## src/rtl/draw_scheduler_pkg.sv

```systemverilog
// Shared definitions for the draw scheduler and other frame-rate logic.
// Provides the scheduler state encoding, pixel bus widths and the
// default frame length (60 Hz at a 50 MHz clock).
package draw_scheduler_pkg;

  typedef enum logic [2:0] {
    IDLE      = 3'd0,
    SELECT    = 3'd1,
    GRANT     = 3'd2,
    BUSY      = 3'd3,
    NEXT      = 3'd4,
    FRAME_END = 3'd5
  } state_t;

  localparam int unsigned X_W = 8;
  localparam int unsigned Y_W = 7;
  localparam int unsigned C_W = 3;

  localparam int unsigned DEFAULT_FRAME_CYCLES = 833333;

endpackage

```

## src/rtl/frame_tick_gen.sv

```systemverilog
// Free-running frame timer. Counts 0..FRAME_CYCLES-1 and asserts tick
// for the single cycle in which the count equals FRAME_CYCLES-1.
// Ports:
//   clk   - system clock
//   reset - asynchronous active-high reset, counter returns to 0
//   tick  - one-cycle pulse once per frame
module frame_tick_gen #(
  parameter int unsigned FRAME_CYCLES = 833333
) (
  input  logic clk,
  input  logic reset,
  output logic tick
);

  localparam int unsigned CW = (FRAME_CYCLES > 1) ? $clog2(FRAME_CYCLES) : 1;

  logic [CW-1:0] count;

  assign tick = (count == CW'(FRAME_CYCLES - 1));

  always_ff @(posedge clk or posedge reset) begin
    if (reset) begin
      count <= '0;
    end else if (tick) begin
      count <= '0;
    end else begin
      count <= count + CW'(1);
    end
  end

endmodule

```

## src/rtl/draw_scheduler.sv

```systemverilog
// Frame-level sequencer granting the VGA adapter write port to each
// enabled drawing client in turn, once per frame tick.
// Ports:
//   clk, reset            - clock, asynchronous active-high reset
//   enable                - allows new frames to start
//   client_en/done/plot   - per-client enable, completion, write strobe
//   client_x/y/color      - packed per-client pixel buses
//   client_go             - one-hot one-cycle start pulse
//   vga_x/y/color/plot    - registered pixel bus to the adapter
//   active_client         - granted client index, 0 when idle
//   frame_done            - one-cycle pulse at the end of each frame
//   overrun, timeout_err  - sticky error flags
module draw_scheduler
  import draw_scheduler_pkg::*;
#(
  parameter int unsigned NUM_CLIENTS    = 4,
  parameter int unsigned FRAME_CYCLES   = DEFAULT_FRAME_CYCLES,
  parameter int unsigned TIMEOUT_CYCLES = 65535
) (
  input  logic                       clk,
  input  logic                       reset,
  input  logic                       enable,
  input  logic [NUM_CLIENTS-1:0]     client_en,
  input  logic [NUM_CLIENTS-1:0]     client_done,
  input  logic [NUM_CLIENTS-1:0]     client_plot,
  input  logic [X_W*NUM_CLIENTS-1:0] client_x,
  input  logic [Y_W*NUM_CLIENTS-1:0] client_y,
  input  logic [C_W*NUM_CLIENTS-1:0] client_color,
  output logic [NUM_CLIENTS-1:0]     client_go,
  output logic [X_W-1:0]             vga_x,
  output logic [Y_W-1:0]             vga_y,
  output logic [C_W-1:0]             vga_color,
  output logic                       vga_plot,
  output logic [2:0]                 active_client,
  output logic                       frame_done,
  output logic                       overrun,
  output logic                       timeout_err
);

  state_t      state, state_nxt;
  logic [3:0]  idx, idx_nxt;
  logic [15:0] wdog, wdog_nxt;
  logic        pending, pending_nxt;
  logic        overrun_nxt, timeout_nxt;
  logic        tick;

  // Per-client signals widened to 16 entries so the 4-bit idx can index
  // them directly, including idx == NUM_CLIENTS at the end of a frame.
  logic [15:0]    en_ext, done_ext, plot_ext;
  logic [X_W-1:0] xs [16];
  logic [Y_W-1:0] ys [16];
  logic [C_W-1:0] cs [16];

  frame_tick_gen #(.FRAME_CYCLES(FRAME_CYCLES)) u_tick (
    .clk   (clk),
    .reset (reset),
    .tick  (tick)
  );

  assign en_ext   = 16'(client_en);
  assign done_ext = 16'(client_done);
  assign plot_ext = 16'(client_plot);

  always_comb begin
    for (int unsigned i = 0; i < 16; i++) begin
      if (i < NUM_CLIENTS) begin
        xs[i] = client_x[i*X_W +: X_W];
        ys[i] = client_y[i*Y_W +: Y_W];
        cs[i] = client_color[i*C_W +: C_W];
      end else begin
        xs[i] = '0;
        ys[i] = '0;
        cs[i] = '0;
      end
    end
  end

  always_comb begin
    state_nxt   = state;
    idx_nxt     = idx;
    wdog_nxt    = wdog;
    pending_nxt = pending;
    overrun_nxt = overrun;
    timeout_nxt = timeout_err;
    if (tick && pending) begin
      overrun_nxt = 1'b1;
    end
    case (state)
      IDLE: begin
        if (pending && enable) begin
          pending_nxt = 1'b0;
          idx_nxt     = '0;
          state_nxt   = SELECT;
        end
      end
      SELECT: begin
        if (idx == 4'(NUM_CLIENTS)) begin
          state_nxt = FRAME_END;
        end else if (en_ext[idx]) begin
          state_nxt = GRANT;
        end else begin
          idx_nxt = idx + 4'd1;
        end
      end
      GRANT: begin
        wdog_nxt  = '0;
        state_nxt = BUSY;
      end
      BUSY: begin
        if (done_ext[idx]) begin
          state_nxt = NEXT;
        end else if (wdog == 16'(TIMEOUT_CYCLES - 1)) begin
          timeout_nxt = 1'b1;
          state_nxt   = NEXT;
        end else begin
          wdog_nxt = wdog + 16'd1;
        end
      end
      NEXT: begin
        idx_nxt   = idx + 4'd1;
        state_nxt = SELECT;
      end
      FRAME_END: state_nxt = IDLE;
      default:   state_nxt = IDLE;
    endcase
    // A tick wins over a same-cycle consume so it is never lost.
    if (tick) begin
      pending_nxt = 1'b1;
    end
  end

  always_ff @(posedge clk or posedge reset) begin
    if (reset) begin
      state       <= IDLE;
      idx         <= '0;
      wdog        <= '0;
      pending     <= 1'b0;
      overrun     <= 1'b0;
      timeout_err <= 1'b0;
    end else begin
      state       <= state_nxt;
      idx         <= idx_nxt;
      wdog        <= wdog_nxt;
      pending     <= pending_nxt;
      overrun     <= overrun_nxt;
      timeout_err <= timeout_nxt;
    end
  end

  always_ff @(posedge clk or posedge reset) begin
    if (reset) begin
      vga_x         <= '0;
      vga_y         <= '0;
      vga_color     <= '0;
      vga_plot      <= 1'b0;
      active_client <= '0;
    end else begin
      if (state == BUSY) begin
        vga_x     <= xs[idx];
        vga_y     <= ys[idx];
        vga_color <= cs[idx];
        vga_plot  <= plot_ext[idx];
      end else begin
        vga_plot <= 1'b0;
      end
      active_client <= (state_nxt == GRANT || state_nxt == BUSY) ? idx_nxt[2:0] : '0;
    end
  end

  // Decoded from state so go and frame_done drop the instant reset hits.
  always_comb begin
    for (int unsigned i = 0; i < NUM_CLIENTS; i++) begin
      client_go[i] = (state == GRANT) && (idx == 4'(i));
    end
  end

  assign frame_done = (state == FRAME_END);

endmodule
```

## config.mk

```make
export PLATFORM = sky130hd
export DESIGN_NAME = draw_scheduler
export DESIGN_NICKNAME = d
export VERILOG_FILES = /design/src/rtl/draw_scheduler_pkg.sv /design/src/rtl/frame_tick_gen.sv /design/src/rtl/draw_scheduler.sv
export SDC_FILE = /design/constraint.sdc
export NUM_CORES = 1
export LEC_CHECK = 0
export CAP_MARGIN = 20
export CORE_MARGIN = 5
export CORE_UTILIZATION = 52
export CTS_CLUSTER_DIAMETER = 40
export CTS_CLUSTER_SIZE = 30
export DETAILED_ROUTE_END_ITERATION = 10
export PLACE_DENSITY = 0.95
export SETUP_SLACK_MARGIN = 0.1
export SYNTH_ARGS = -nofsm -noshare
export SYNTH_HDL_FRONTEND = slang
export SYNTH_HIERARCHICAL = 1
export SYNTH_SLANG_ARGS = --single-unit
export TNS_END_PERCENT = 100
```

## constraint.sdc

```tcl
create_clock -name clk -period 6 [get_ports clk]
set_input_delay 1.5 -clock clk [delete_from_list [all_inputs] [get_ports clk]]
set_output_delay 1.5 -clock clk [all_outputs]
set_load 0.05 [all_outputs]
```

* Word-level counts from Yosys, hierarchy flattened
Index checks and enable logic that the tools add are counted.
** Storage, ports and cells
- Flip-flop bits (word level) :: 68
- Latch bits :: 0
- RAM bits :: 0
- Memory bits (read-only) :: 0
- Logic and storage cells :: 89
- Memories kept :: 0
** Operators by class
- Add/subtract/negate cells :: 3
- $mul :: 0
- Div/mod/pow operators :: 0
- Order comparisons :: 2
- Equal/unequal tests :: 18
- Shift operators :: 0
- Muxes and demuxes :: 34
- Bitwise logic cells :: 2
- Reduce and logical (&&, ||, !) cells :: 17
** Operator list (number)
- binary-select mux 8 bit (select 4 bit) :: 1
- 2-to-1 mux 16 bit :: 2
- one-hot mux 16 bit (2 select lines) :: 1
- binary-select mux 7 bit (select 4 bit) :: 1
- 2-to-1 mux 3 bit :: 8
- adder 20 x 1 -> 20 bit (second input constant) :: 1
- == test 20 bit (second input constant) :: 1
- 2-to-1 mux 20 bit :: 1
- adder 16 x 1 -> 16 bit (second input constant) :: 1
- == test 16 bit (second input constant) :: 1
- 2-to-1 mux 8 bit :: 2
- one-hot mux 3 bit (5 select lines) :: 1
- 2-to-1 mux 7 bit :: 2
- binary-select mux 1 bit (select 4 bit) :: 3
- binary-select mux 3 bit (select 4 bit) :: 1
- == test 3 x 2 -> 1 bit (second input constant) :: 4
- 2-to-1 mux 4 bit :: 3
- one-hot mux 4 bit (3 select lines) :: 1
- != test 2 bit (second input constant) :: 5
- == test 4 x 2 -> 1 bit (second input constant) :: 2
- 2-to-1 mux 1 bit :: 7
- == test 3 bit (second input constant) :: 2
- logical AND 1 bit :: 6
- AND reduction 3 bit :: 2
- 15 further kinds :: 17

* Logic depth before layout (Yosys ltp)
Gate-level depths: netlist of the first run.
- Word-level depth :: 8
- Mapped depth :: 9
- Mapped depth without buffers :: 7

* Modules after synthesis
Netlist of the first run, hierarchy kept.
** Modules (own cells, without submodules)
- draw_scheduler :: times used 1, cells an instance 270, area an instance 3046.7 um^2
- frame_tick_gen :: times used 1, cells an instance 103, area an instance 1041.0 um^2

* Worst setup path before layout of the first run
No wires, ideal clock.
- Kind :: reg-to-output
- From :: register idx[1]
- To :: output port client_go[0]
- Arrival time :: 1.461 ns
- Data required time :: 4.500 ns
- Setup slack :: 3.039 ns
- Cell stages (with the launch flop) :: 6
- Path buffers :: 2
- Path through :: dfrtp_1 buf_6 clkbuf_1 inv_1 ha_1 and3_1
** On the way
- Word-level cells in the longest chain between the ends :: 2
** RTL lines
- from (decl) :: line draw_scheduler.sv:41 : logic [3:0] idx, idx_nxt;
- from (signal assigned) :: line draw_scheduler.sv:142 : idx <= idx_nxt;
- zero test 4 bit :: line draw_scheduler.sv:173 : client_go[i] = (state == GRANT) && (idx == 4'(i));
- logical AND 1 bit :: line draw_scheduler.sv:173
- to (decl) :: line draw_scheduler.sv:29 : output logic [NUM_CLIENTS-1:0] client_go,
Every way passes these cells.

* Worst setup path after layout of the first run
- From :: register state[2]
- To :: output port client_go[1]
** On the way
- Word-level cells in the longest chain between the ends :: 2
** RTL lines
- from (decl) :: line draw_scheduler.sv:40 : state_t state, state_nxt;
- from (signal assigned) :: line draw_scheduler.sv:141 : state <= state_nxt;
- == test 3 x 2 -> 1 bit :: line draw_scheduler.sv:173
- logical AND 1 bit :: line draw_scheduler.sv:173
Every way passes these cells.

==> results of run 1 <==
## where the power goes
part / internal, mW / switching [mW] / total, mW
sequential: 0.458 / 0 / 0.458
clock: 0.267 / 0.174 / 0.441
combinational: 0.0626 / 0.0265 / 0.0892
## worst max-delay path, stage by stage (launching register included)
cell and delay [ns]:
dfrtp_1 0.51, nand2b_1 0.45, nor2_1 0.46, and3_1 0.24, clkdlybuf4s50_1 0.81
## cell families after synthesis
| kind of cell | synth area share (%) |
|---|---|
| buffers and inverters | 4.866 |
| AOI/OAI and AO/OA | 14.26 |
| DFF | 41.63 |
| and+or+nand+nor | 20.26 |
| xor gates and xnor gates | 3.642 |
| adders and majority gates | 2.449 |
| muxes | 12.89 |
## per-layer routing
layer	part of all wire (%)	routed length (µm)	track usage, %	up-vias
met2	52	6790	47.27	303
met1	35	4601	33.18	1862
met4	4.4	577	13.03	0
met5	0	0	0	-
li1	-	-	-	1632
met3	8.8	1160	5.379	53
## stage by stage
step	setup WS [ns]	hold slack, ns	instance area [µm²]	utilization, %
final	1.706	0.4728	5515	71.74
after global placement	2.301	0.4541	5250	68.29
after floorplan	3.039	0.4501	4088	-
after CTS	1.769	0.4759	5495	71.48
after detailed placement	2.203	0.4444	5261	68.44
after global routing	1.571	0.5100	5515	71.74
## area by class of cell
cell class / count / share of cell area (%)
repair buffers: 120 / 21.85
clock buffers: 12 / 2.995
multi-input cells: 266 / 39.66
well taps: 102 / 2.314
inverters: 16 / 1.089
flip-flops and latches: 68 / 30.85
clock inverters: 3 / 1.248
## Yosys cell counts, types with 3 or more instances
library cell	instances
nor2b_1	6
o311ai_1	3
and3_1	6
nand4_1	11
o21ai_1	4
o211ai_1	6
and2_1	5
or3_1	4
a31oi_1	5
o31ai_1	3
xnor2_1	13
or4_1	6
nor3_1	5
clkbuf_1	6
a21o_1	3
dfrtp_1	68
inv_1	15
xor2_1	4
nor2_1	27
mux4_2	20
ha_1	8
buf_2	11
a22o_1	19
nand2_1	25
nor4_1	5
and4_1	4
a21oi_1	12
nand3_1	20
buf_6	5
## worst max-delay path by stage
stage / endpoint / slack (ns) / depth (start not counted)
global placement: client_go[2] / 2.30 / 4
CTS: client_go[1] / 1.77 / 4
global route: client_go[3] / 1.57 / 4
finish: client_go[1] / 1.71 / 4
detailed placement: client_go[1] / 2.20 / 4
floorplan: client_go[0] / 3.04 / 5
## state kept, by name, summed over array words and instances (netlist names)
name           count
u_tick/count      20
wdog              16
vga_x              8
vga_y              7
idx                4
active_client      3
state              3
vga_color          3
overrun            1
pending            1
timeout_err        1
vga_plot           1
==> impl_metrics.env, run 1 <==
export IMPL_synthesis_yosys_warnings=6
export IMPL_layoutNonFillerInstCount=587
export IMPL_final_min_period_over_clock_period_pct=71.57
export IMPL_post_route_setup_tns_ns=0
export IMPL_startpoint_type="register"
export IMPL_cellLeakagePower_nw=2.276
export IMPL_postSynth_asyncResetShare_pct=100.0
export IMPL_core_area_um2=7687
export IMPL_num_rows=32
export IMPL_post_layout_total_power_mw=0.9881
export IMPL_timing_max_transition_violations_final=0
export IMPL_worstSkewPairLatency_ns=0.34
export IMPL_ir_worst_vdd_v=0.0001002
export IMPL_final_layout_size_suffix_gt1_share_pct=12.78
export IMPL_synth_edff_count=0
export IMPL_port_buffers=115
export IMPL_synthesized_netlist_cell_count=373
export IMPL_timing_worst_setup_path_type="register to primary output"
export IMPL_yosysSeqAreaShare_pct=41.63
export IMPL_maxCapViolations=0
export IMPL_num_io_pins=116
export IMPL_wl_per_cell_um=22.37
export IMPL_fmaxAchievable_mhz=232.9
export IMPL_yosys_register_bits=68
export IMPL_route_detailed_drc=0
export IMPL_drt_first_iter_violations=464
export IMPL_cells_resized_by_post_cts_repair=0
export IMPL_postCtsHoldBufs=0
export IMPL_relSlewSlack_pct=48.06
export IMPL_h_tree_depth=3
export IMPL_grt_pass1_wl_mm=21.09
export IMPL_die_w_um=98.66
export IMPL_yosysTopAreaCell="dfrtp_1"
export IMPL_start_util_pct=53.17
export IMPL_maximum_number_of_pins_on_one_net_before_global_route_repair=49
export IMPL_critPathCaptureType="primary output"
export IMPL_mostFrequentLayoutCell="clkdlybuf4s50_1"
export IMPL_finalWirelength_mm=13.13
export IMPL_numPlacedInstances=571
export IMPL_detailedRoute_firstPassIterationCount=5
export IMPL_min_delay_path_depth=2
export IMPL_worstHoldStart="timeout_err"
export IMPL_hold_path_class="register to register"
export IMPL_crit_arrival_ns=2.79
export IMPL_clock_sinks=68
export IMPL_cp_required_ns=4.50
export IMPL_clockBufferDepth=2
export IMPL_regArea_um2=1702
export IMPL_crit_reg2reg_capture="active_client[2]"
export IMPL_nNetsFinal=576
export IMPL_setup_viol=0
export IMPL_crit_reg2reg_launch="idx[0]"
export IMPL_tritoncts_num_buffers=9
export IMPL_area_of_the_multi_input_gates_um2=2187
export IMPL_dp_final_hpwl_mm=8.810
export IMPL_detail_route_antenna_nets=0
export IMPL_clock_pin_slew_on_the_worst_setup_and_hold_paths_ns=0.07
export IMPL_cts_tree="built"
export IMPL_finClkSkew_ns=0.008801
export IMPL_fp_dieArea_um2=9734
export IMPL_gpl_final_weighted_congestion=0.8848
export IMPL_worst_r2r_cell_count=6
export IMPL_fin_crit_ns=4.294
export IMPL_groute_usage_overall_pct=27.49
export IMPL_syn_cell_area_um2=4088
export IMPL_grt_ovfl_total=0
export IMPL_clock_tree_root_cell="clkbuf_8"
export IMPL_grt_setup_unrepaired="false"
export IMPL_hold_path_endpoint="timeout_err"
export IMPL_power_density_nw_per_um2=179.2
export IMPL_worstPathMaxFanout=14
export IMPL_synth_top_area_share_pct=41.63
export IMPL_worst_pin_slew_ns=0.7783
export IMPL_timing_critical_path_from="state[2]"
export IMPL_cts_setup_buffers=0
export IMPL_postSynth_topFlopCell="dfrtp_1"
export IMPL_post_synth_cell_types=64
export IMPL_final_hold_viol_count=0
export IMPL_synth_top_cells_by_area="dfrtp_1 (42%), mux4_2 (11%), a22o_1 (4.1%)"
export IMPL_die_height_um=98.66
export IMPL_layout_cells_most_common_list="clkdlybuf4s50_1 (115), dfrtp_1 (68), nor2_1 (27)"
export IMPL_syn_to_final_growth_pct=34.93
export IMPL_num_antenna_cells=0
export IMPL_timing_reg2reg_setup_slack_ns=3.56
export IMPL_via_total_after_detailed_routing=3850
export IMPL_number_of_global_route_vias_before_repair=3973
export IMPL_run_status="finished, final reports clean"
export IMPL_synth_net_count=468
export IMPL_post_synth_cell_area_avg_um2=10.96
export IMPL_route_detailed_vias_per_inst=6.559
export IMPL_antenna_found_initial=0
export IMPL_fill_cells=490
No activity file was read; power rests on OpenSTA's default activity.
==> run 2, diff against run 1 <==
--- a/config.mk
+++ b/config.mk
@@ -7,11 +7,11 @@
 export LEC_CHECK = 0
 export CAP_MARGIN = 20
 export CORE_MARGIN = 5
-export CORE_UTILIZATION = 52
+export CORE_UTILIZATION = 44
 export CTS_CLUSTER_DIAMETER = 40
 export CTS_CLUSTER_SIZE = 30
 export DETAILED_ROUTE_END_ITERATION = 10
-export PLACE_DENSITY = 0.95
+export PLACE_DENSITY = 0.87
 export SETUP_SLACK_MARGIN = 0.1
 export SYNTH_ARGS = -nofsm -noshare
 export SYNTH_HDL_FRONTEND = slang
==> constraint.sdc (replaced) <==
create_clock -name clk -period 3.95 [get_ports clk]
set_input_delay 0.9875 -clock clk [delete_from_list [all_inputs] [get_ports clk]]
set_output_delay 0.9875 -clock clk [all_outputs]
set_load 0.05 [all_outputs]
==> impl_metrics.env, run 2 (synthesized netlist as in run 1, its figures left out) <==
export IMPL_run_status="finished, final reports clean"
export IMPL_via_total_after_detailed_routing=3581
export IMPL_final_layout_size_suffix_gt1_share_pct=13.55
export IMPL_clock_sinks=68
export IMPL_number_of_global_route_vias_before_repair=3704
export IMPL_critPathCaptureType="primary output"
export IMPL_timing_worst_setup_path_type="register to primary output"
export IMPL_grt_ovfl_total=0
export IMPL_drt_first_iter_violations=275
export IMPL_post_route_setup_tns_ns=0
export IMPL_h_tree_depth=3
export IMPL_dp_final_hpwl_mm=8.424
export IMPL_fill_cells=686
export IMPL_syn_to_final_growth_pct=34.89
export IMPL_cts_setup_buffers=0
export IMPL_postCtsHoldBufs=0
export IMPL_wl_per_cell_um=18.02
export IMPL_maximum_number_of_pins_on_one_net_before_global_route_repair=49
export IMPL_worstSkewPairLatency_ns=0.35
export IMPL_largest_register_ffs=20
export IMPL_cellLeakagePower_nw=2.269
export IMPL_worstPathMaxFanout=14
export IMPL_fmaxAchievable_mhz=276.1
export IMPL_startpoint_type="register"
export IMPL_nNetsFinal=578
export IMPL_ir_worst_vdd_v=0.0001518
export IMPL_final_min_period_over_clock_period_pct=91.70
export IMPL_route_detailed_drc=0
export IMPL_num_rows=35
export IMPL_reg_with_most_ffs="u_tick/count"
export IMPL_grt_pass1_wl_mm=17.71
export IMPL_finalWirelength_mm=10.77
export IMPL_mostFrequentLayoutCell="clkdlybuf4s50_1"
export IMPL_tritoncts_num_buffers=9
export IMPL_num_io_pins=116
export IMPL_die_w_um=106.4
export IMPL_port_buffers=115
export IMPL_finalInstanceArea_um2=5514
export IMPL_cts_tree="built"
export IMPL_clockBufferDepth=2
export IMPL_route_detailed_vias_per_inst=5.988
export IMPL_largest_registers="u_tick/count x20, wdog x16, vga_x x8"
export IMPL_cp_required_ns=2.96
export IMPL_groute_usage_overall_pct=19.56
export IMPL_relSlewSlack_pct=50.82
export IMPL_power_density_nw_per_um2=259.9
export IMPL_final_hold_viol_count=0
export IMPL_start_util_pct=44.66
export IMPL_crit_arrival_ns=2.63
export IMPL_antenna_found_initial=0
export IMPL_cells_resized_by_post_cts_repair=0
export IMPL_worst_pin_slew_ns=0.7368
export IMPL_fin_crit_ns=3.622
export IMPL_core_area_um2=9153
export IMPL_detailed_place_area_um2=5281
export IMPL_setup_viol=0
export IMPL_finClkSkew_ns=0.008483
export IMPL_detail_route_antenna_nets=0
export IMPL_clock_tree_root_cell="clkbuf_8"
export IMPL_num_antenna_cells=0
export IMPL_maxCapViolations=0
export IMPL_layout_cells_most_common_list="clkdlybuf4s50_1 (114), dfrtp_1 (68), nor2_1 (26)"
export IMPL_grt_setup_unrepaired="false"
export IMPL_gpl_final_weighted_congestion=0.9338
export IMPL_detailedRoute_firstPassIterationCount=6
export IMPL_timing_max_transition_violations_final=0
export IMPL_clock_pin_slew_on_the_worst_setup_and_hold_paths_ns=0.07
export IMPL_hold_path_class="register to register"
export IMPL_die_height_um=106.4
export IMPL_fp_dieArea_um2=11320
[run 2: report_power, final]
part | internal, mW | total [mW] | switching, mW
combinational | 0.0954 | 0.131 | 0.0357
clock | 0.340 | 0.606 | 0.266
sequential | 0.696 | 0.696 | 0
total | 1.13 | 1.43 | 0.302
[run 2: critical path, cell delays in order, from the launching register on]
cell and delay (ns):
dfrtp_1 0.49, nand2b_1 0.45, nor2_2 0.33, and3_1 0.21, clkdlybuf4s50_1 0.81
[run 2: area by class of cell]
class / instances / area, µm² / share of cell area, %
clock buffers: 12 / 165.2 / 2.995
clock inverters: 3 / 45.04 / 0.8169
inverters: 16 / 60.06 / 1.089
multi-input cells: 266 / 2190 / 39.71
flip-flops and latches: 68 / 1702 / 30.86
well taps: 111 / 138.9 / 2.519
repair buffers: 122 / 1214 / 22.01
[run 2: through the flow]
step           setup slack, ns  cells  util [%]  hold WS, ns  power [mW]
4_1_cts                 0.2524    597     60.00       0.4749       1.437
3_3_place_gp            0.7465    582     57.70       0.4419      0.8362
6_report                0.3278    598     60.25       0.4665       1.433
3_5_place_dp            0.6424    582     57.70       0.4587      0.8395
2_1_floorplan            1.502    373         -       0.4501      0.7459
5_1_grt                 0.1618    598     60.25       0.4954       1.478
[run 2: layer usage]
metal	track usage [%]	vias up	wire length, µm
met3	6.375	28	942
met1	21.88	1747	4000
met4	7.678	0	331
met2	34.39	166	5500
met5	0	-	0
li1	-	1640	-
[run 2: worst paths after layout]
path | start | to | slack, ns | cells after the start
setup / recovery | state[2] | client_go[1] | 0.33 | 4
hold / removal | overrun | overrun | 0.47 | 1
setup reg to reg | idx[0] | active_client[2] | 1.28 | 7
hold reg to reg | overrun | overrun | 0.47 | 1
max in group asynchronous | reset | u_tick/count[14] | 2.36 | 2
min in group asynchronous | reset | active_client[2] | 0.90 | 2
==> run 3, diff against run 2 <==
--- a/config.mk
+++ b/config.mk
@@ -12,7 +12,6 @@
 export CTS_CLUSTER_SIZE = 30
 export DETAILED_ROUTE_END_ITERATION = 10
 export PLACE_DENSITY = 0.87
-export SETUP_SLACK_MARGIN = 0.1
 export SYNTH_ARGS = -nofsm -noshare
 export SYNTH_HDL_FRONTEND = slang
 export SYNTH_HIERARCHICAL = 1
==> impl_metrics.env, run 3 (synthesized netlist as in run 1, its figures left out) <==
export IMPL_run_status="finished, final reports clean"
export IMPL_num_rows=35
export IMPL_num_antenna_cells=0
export IMPL_critPathCaptureType="primary output"
export IMPL_power_density_nw_per_um2=259.7
export IMPL_maxCapViolations=0
export IMPL_finalInstanceArea_um2=5512
export IMPL_final_min_period_over_clock_period_pct=93.49
export IMPL_via_total_after_detailed_routing=3549
export IMPL_detailed_place_area_um2=5281
export IMPL_cells_resized_by_post_cts_repair=0
export IMPL_setup_viol=0
export IMPL_number_of_global_route_vias_before_repair=3704
export IMPL_detailedRoute_firstPassIterationCount=4
export IMPL_finClkSkew_ns=0.008478
export IMPL_cts_setup_buffers=0
export IMPL_clockBufferDepth=2
export IMPL_tritoncts_num_buffers=9
export IMPL_h_tree_depth=3
export IMPL_finalWirelength_mm=10.73
export IMPL_grt_setup_unrepaired="false"
export IMPL_clock_tree_root_cell="clkbuf_8"
export IMPL_post_route_setup_tns_ns=0
export IMPL_cp_required_ns=2.96
export IMPL_nNetsFinal=578
export IMPL_final_hold_viol_count=0
export IMPL_antenna_found_initial=0
export IMPL_clock_pin_slew_on_the_worst_setup_and_hold_paths_ns=0.07
export IMPL_gpl_final_weighted_congestion=0.9338
export IMPL_syn_to_final_growth_pct=34.83
export IMPL_fin_crit_ns=3.693
export IMPL_die_w_um=106.4
export IMPL_final_layout_size_suffix_gt1_share_pct=13.35
export IMPL_final_util_pct=60.22
export IMPL_hold_path_class="register to register"
export IMPL_pre_cts_slack_ns=0.6424
export IMPL_startpoint_type="register"
export IMPL_postCtsHoldBufs=0
export IMPL_timing_max_transition_violations_final=0
export IMPL_dp_final_hpwl_mm=8.424
export IMPL_grt_pass1_wl_mm=17.71
export IMPL_wl_per_cell_um=17.94
export IMPL_largest_registers="u_tick/count x20, wdog x16, vga_x x8"
export IMPL_layout_cells_most_common_list="clkdlybuf4s50_1 (114), dfrtp_1 (68), nor2_1 (27)"
export IMPL_largest_register_ffs=20
export IMPL_final_hold_worst_slack_ns=0.4661
export IMPL_worstSkewPairLatency_ns=0.34
export IMPL_route_detailed_drc=0
export IMPL_worst_pin_slew_ns=0.7394
export IMPL_layoutNonFillerInstCount=598
export IMPL_crit_arrival_ns=2.71
export IMPL_fp_dieArea_um2=11320
export IMPL_core_area_um2=9153
export IMPL_mostFrequentLayoutCell="clkdlybuf4s50_1"
export IMPL_port_buffers=115
export IMPL_fill_cells=688
export IMPL_drt_first_iter_violations=237
export IMPL_groute_usage_overall_pct=19.56
export IMPL_maximum_number_of_pins_on_one_net_before_global_route_repair=49
export IMPL_die_height_um=106.4
export IMPL_worstHoldStart="overrun"
export IMPL_num_io_pins=116
export IMPL_fmaxAchievable_mhz=270.8
export IMPL_clock_sinks=68
export IMPL_reg_with_most_ffs="u_tick/count"
export IMPL_relSlewSlack_pct=50.65
export IMPL_worstPathMaxFanout=14
export IMPL_numPlacedInstances=582
export IMPL_start_util_pct=44.66
export IMPL_route_detailed_vias_per_inst=5.935
export IMPL_cellLeakagePower_nw=2.270
export IMPL_grt_ovfl_total=0
export IMPL_timing_critical_path_from="state[2]"
export IMPL_setup_slack_ns=0.2573
export IMPL_ir_worst_vdd_v=0.0001509
export IMPL_cts_tree="built"
export IMPL_detail_route_antenna_nets=0
export IMPL_post_layout_total_power_mw=1.431
export IMPL_timing_worst_setup_path_type="register to primary output"
export IMPL_crit_reg2reg_launch="idx[0]"
[run 3: cell type report]
class	count	area, µm²	share of cell area [%]
well taps	111	138.9	2.520
multi-input cells	266	2187	39.68
clock buffers	12	165.2	2.997
inverters	16	60.06	1.090
repair buffers	122	1214	22.02
flip-flops and latches	68	1702	30.87
clock inverters	3	45.04	0.8173
[run 3: path summary, 6_finish.rpt]
path,end,slack (ns),cells past startpoint
max reg2reg,active_client[2],1.28,7
min,overrun,0.47,1
max in group asynchronous,u_tick/count[12],2.35,2
min reg2reg,overrun,0.47,1
max,client_go[1],0.26,4
min in group asynchronous,active_client[2],0.90,2
[run 3: layer usage]
metal / global-route usage (%) / share of wire, % / vias up
met4: 7.678 / 2.9 / 0
met5: 0 / 0 / -
met3: 6.375 / 8.4 / 25
met2: 34.39 / 52 / 162
li1: - / - / 1639
met1: 21.88 / 37 / 1723
[run 3: where the power goes]
group          internal (mW)  switching [mW]
Sequential             0.696               0
Combinational         0.0954          0.0357
Clock                  0.340           0.265
Total                   1.13           0.300
[run 3: worst max-delay path, cell delays in order (launching register included)]
cell and delay, ns:
dfrtp_1 0.49, nand2b_1 0.44, nor2_1 0.40, and3_1 0.22, clkdlybuf4s50_1 0.81
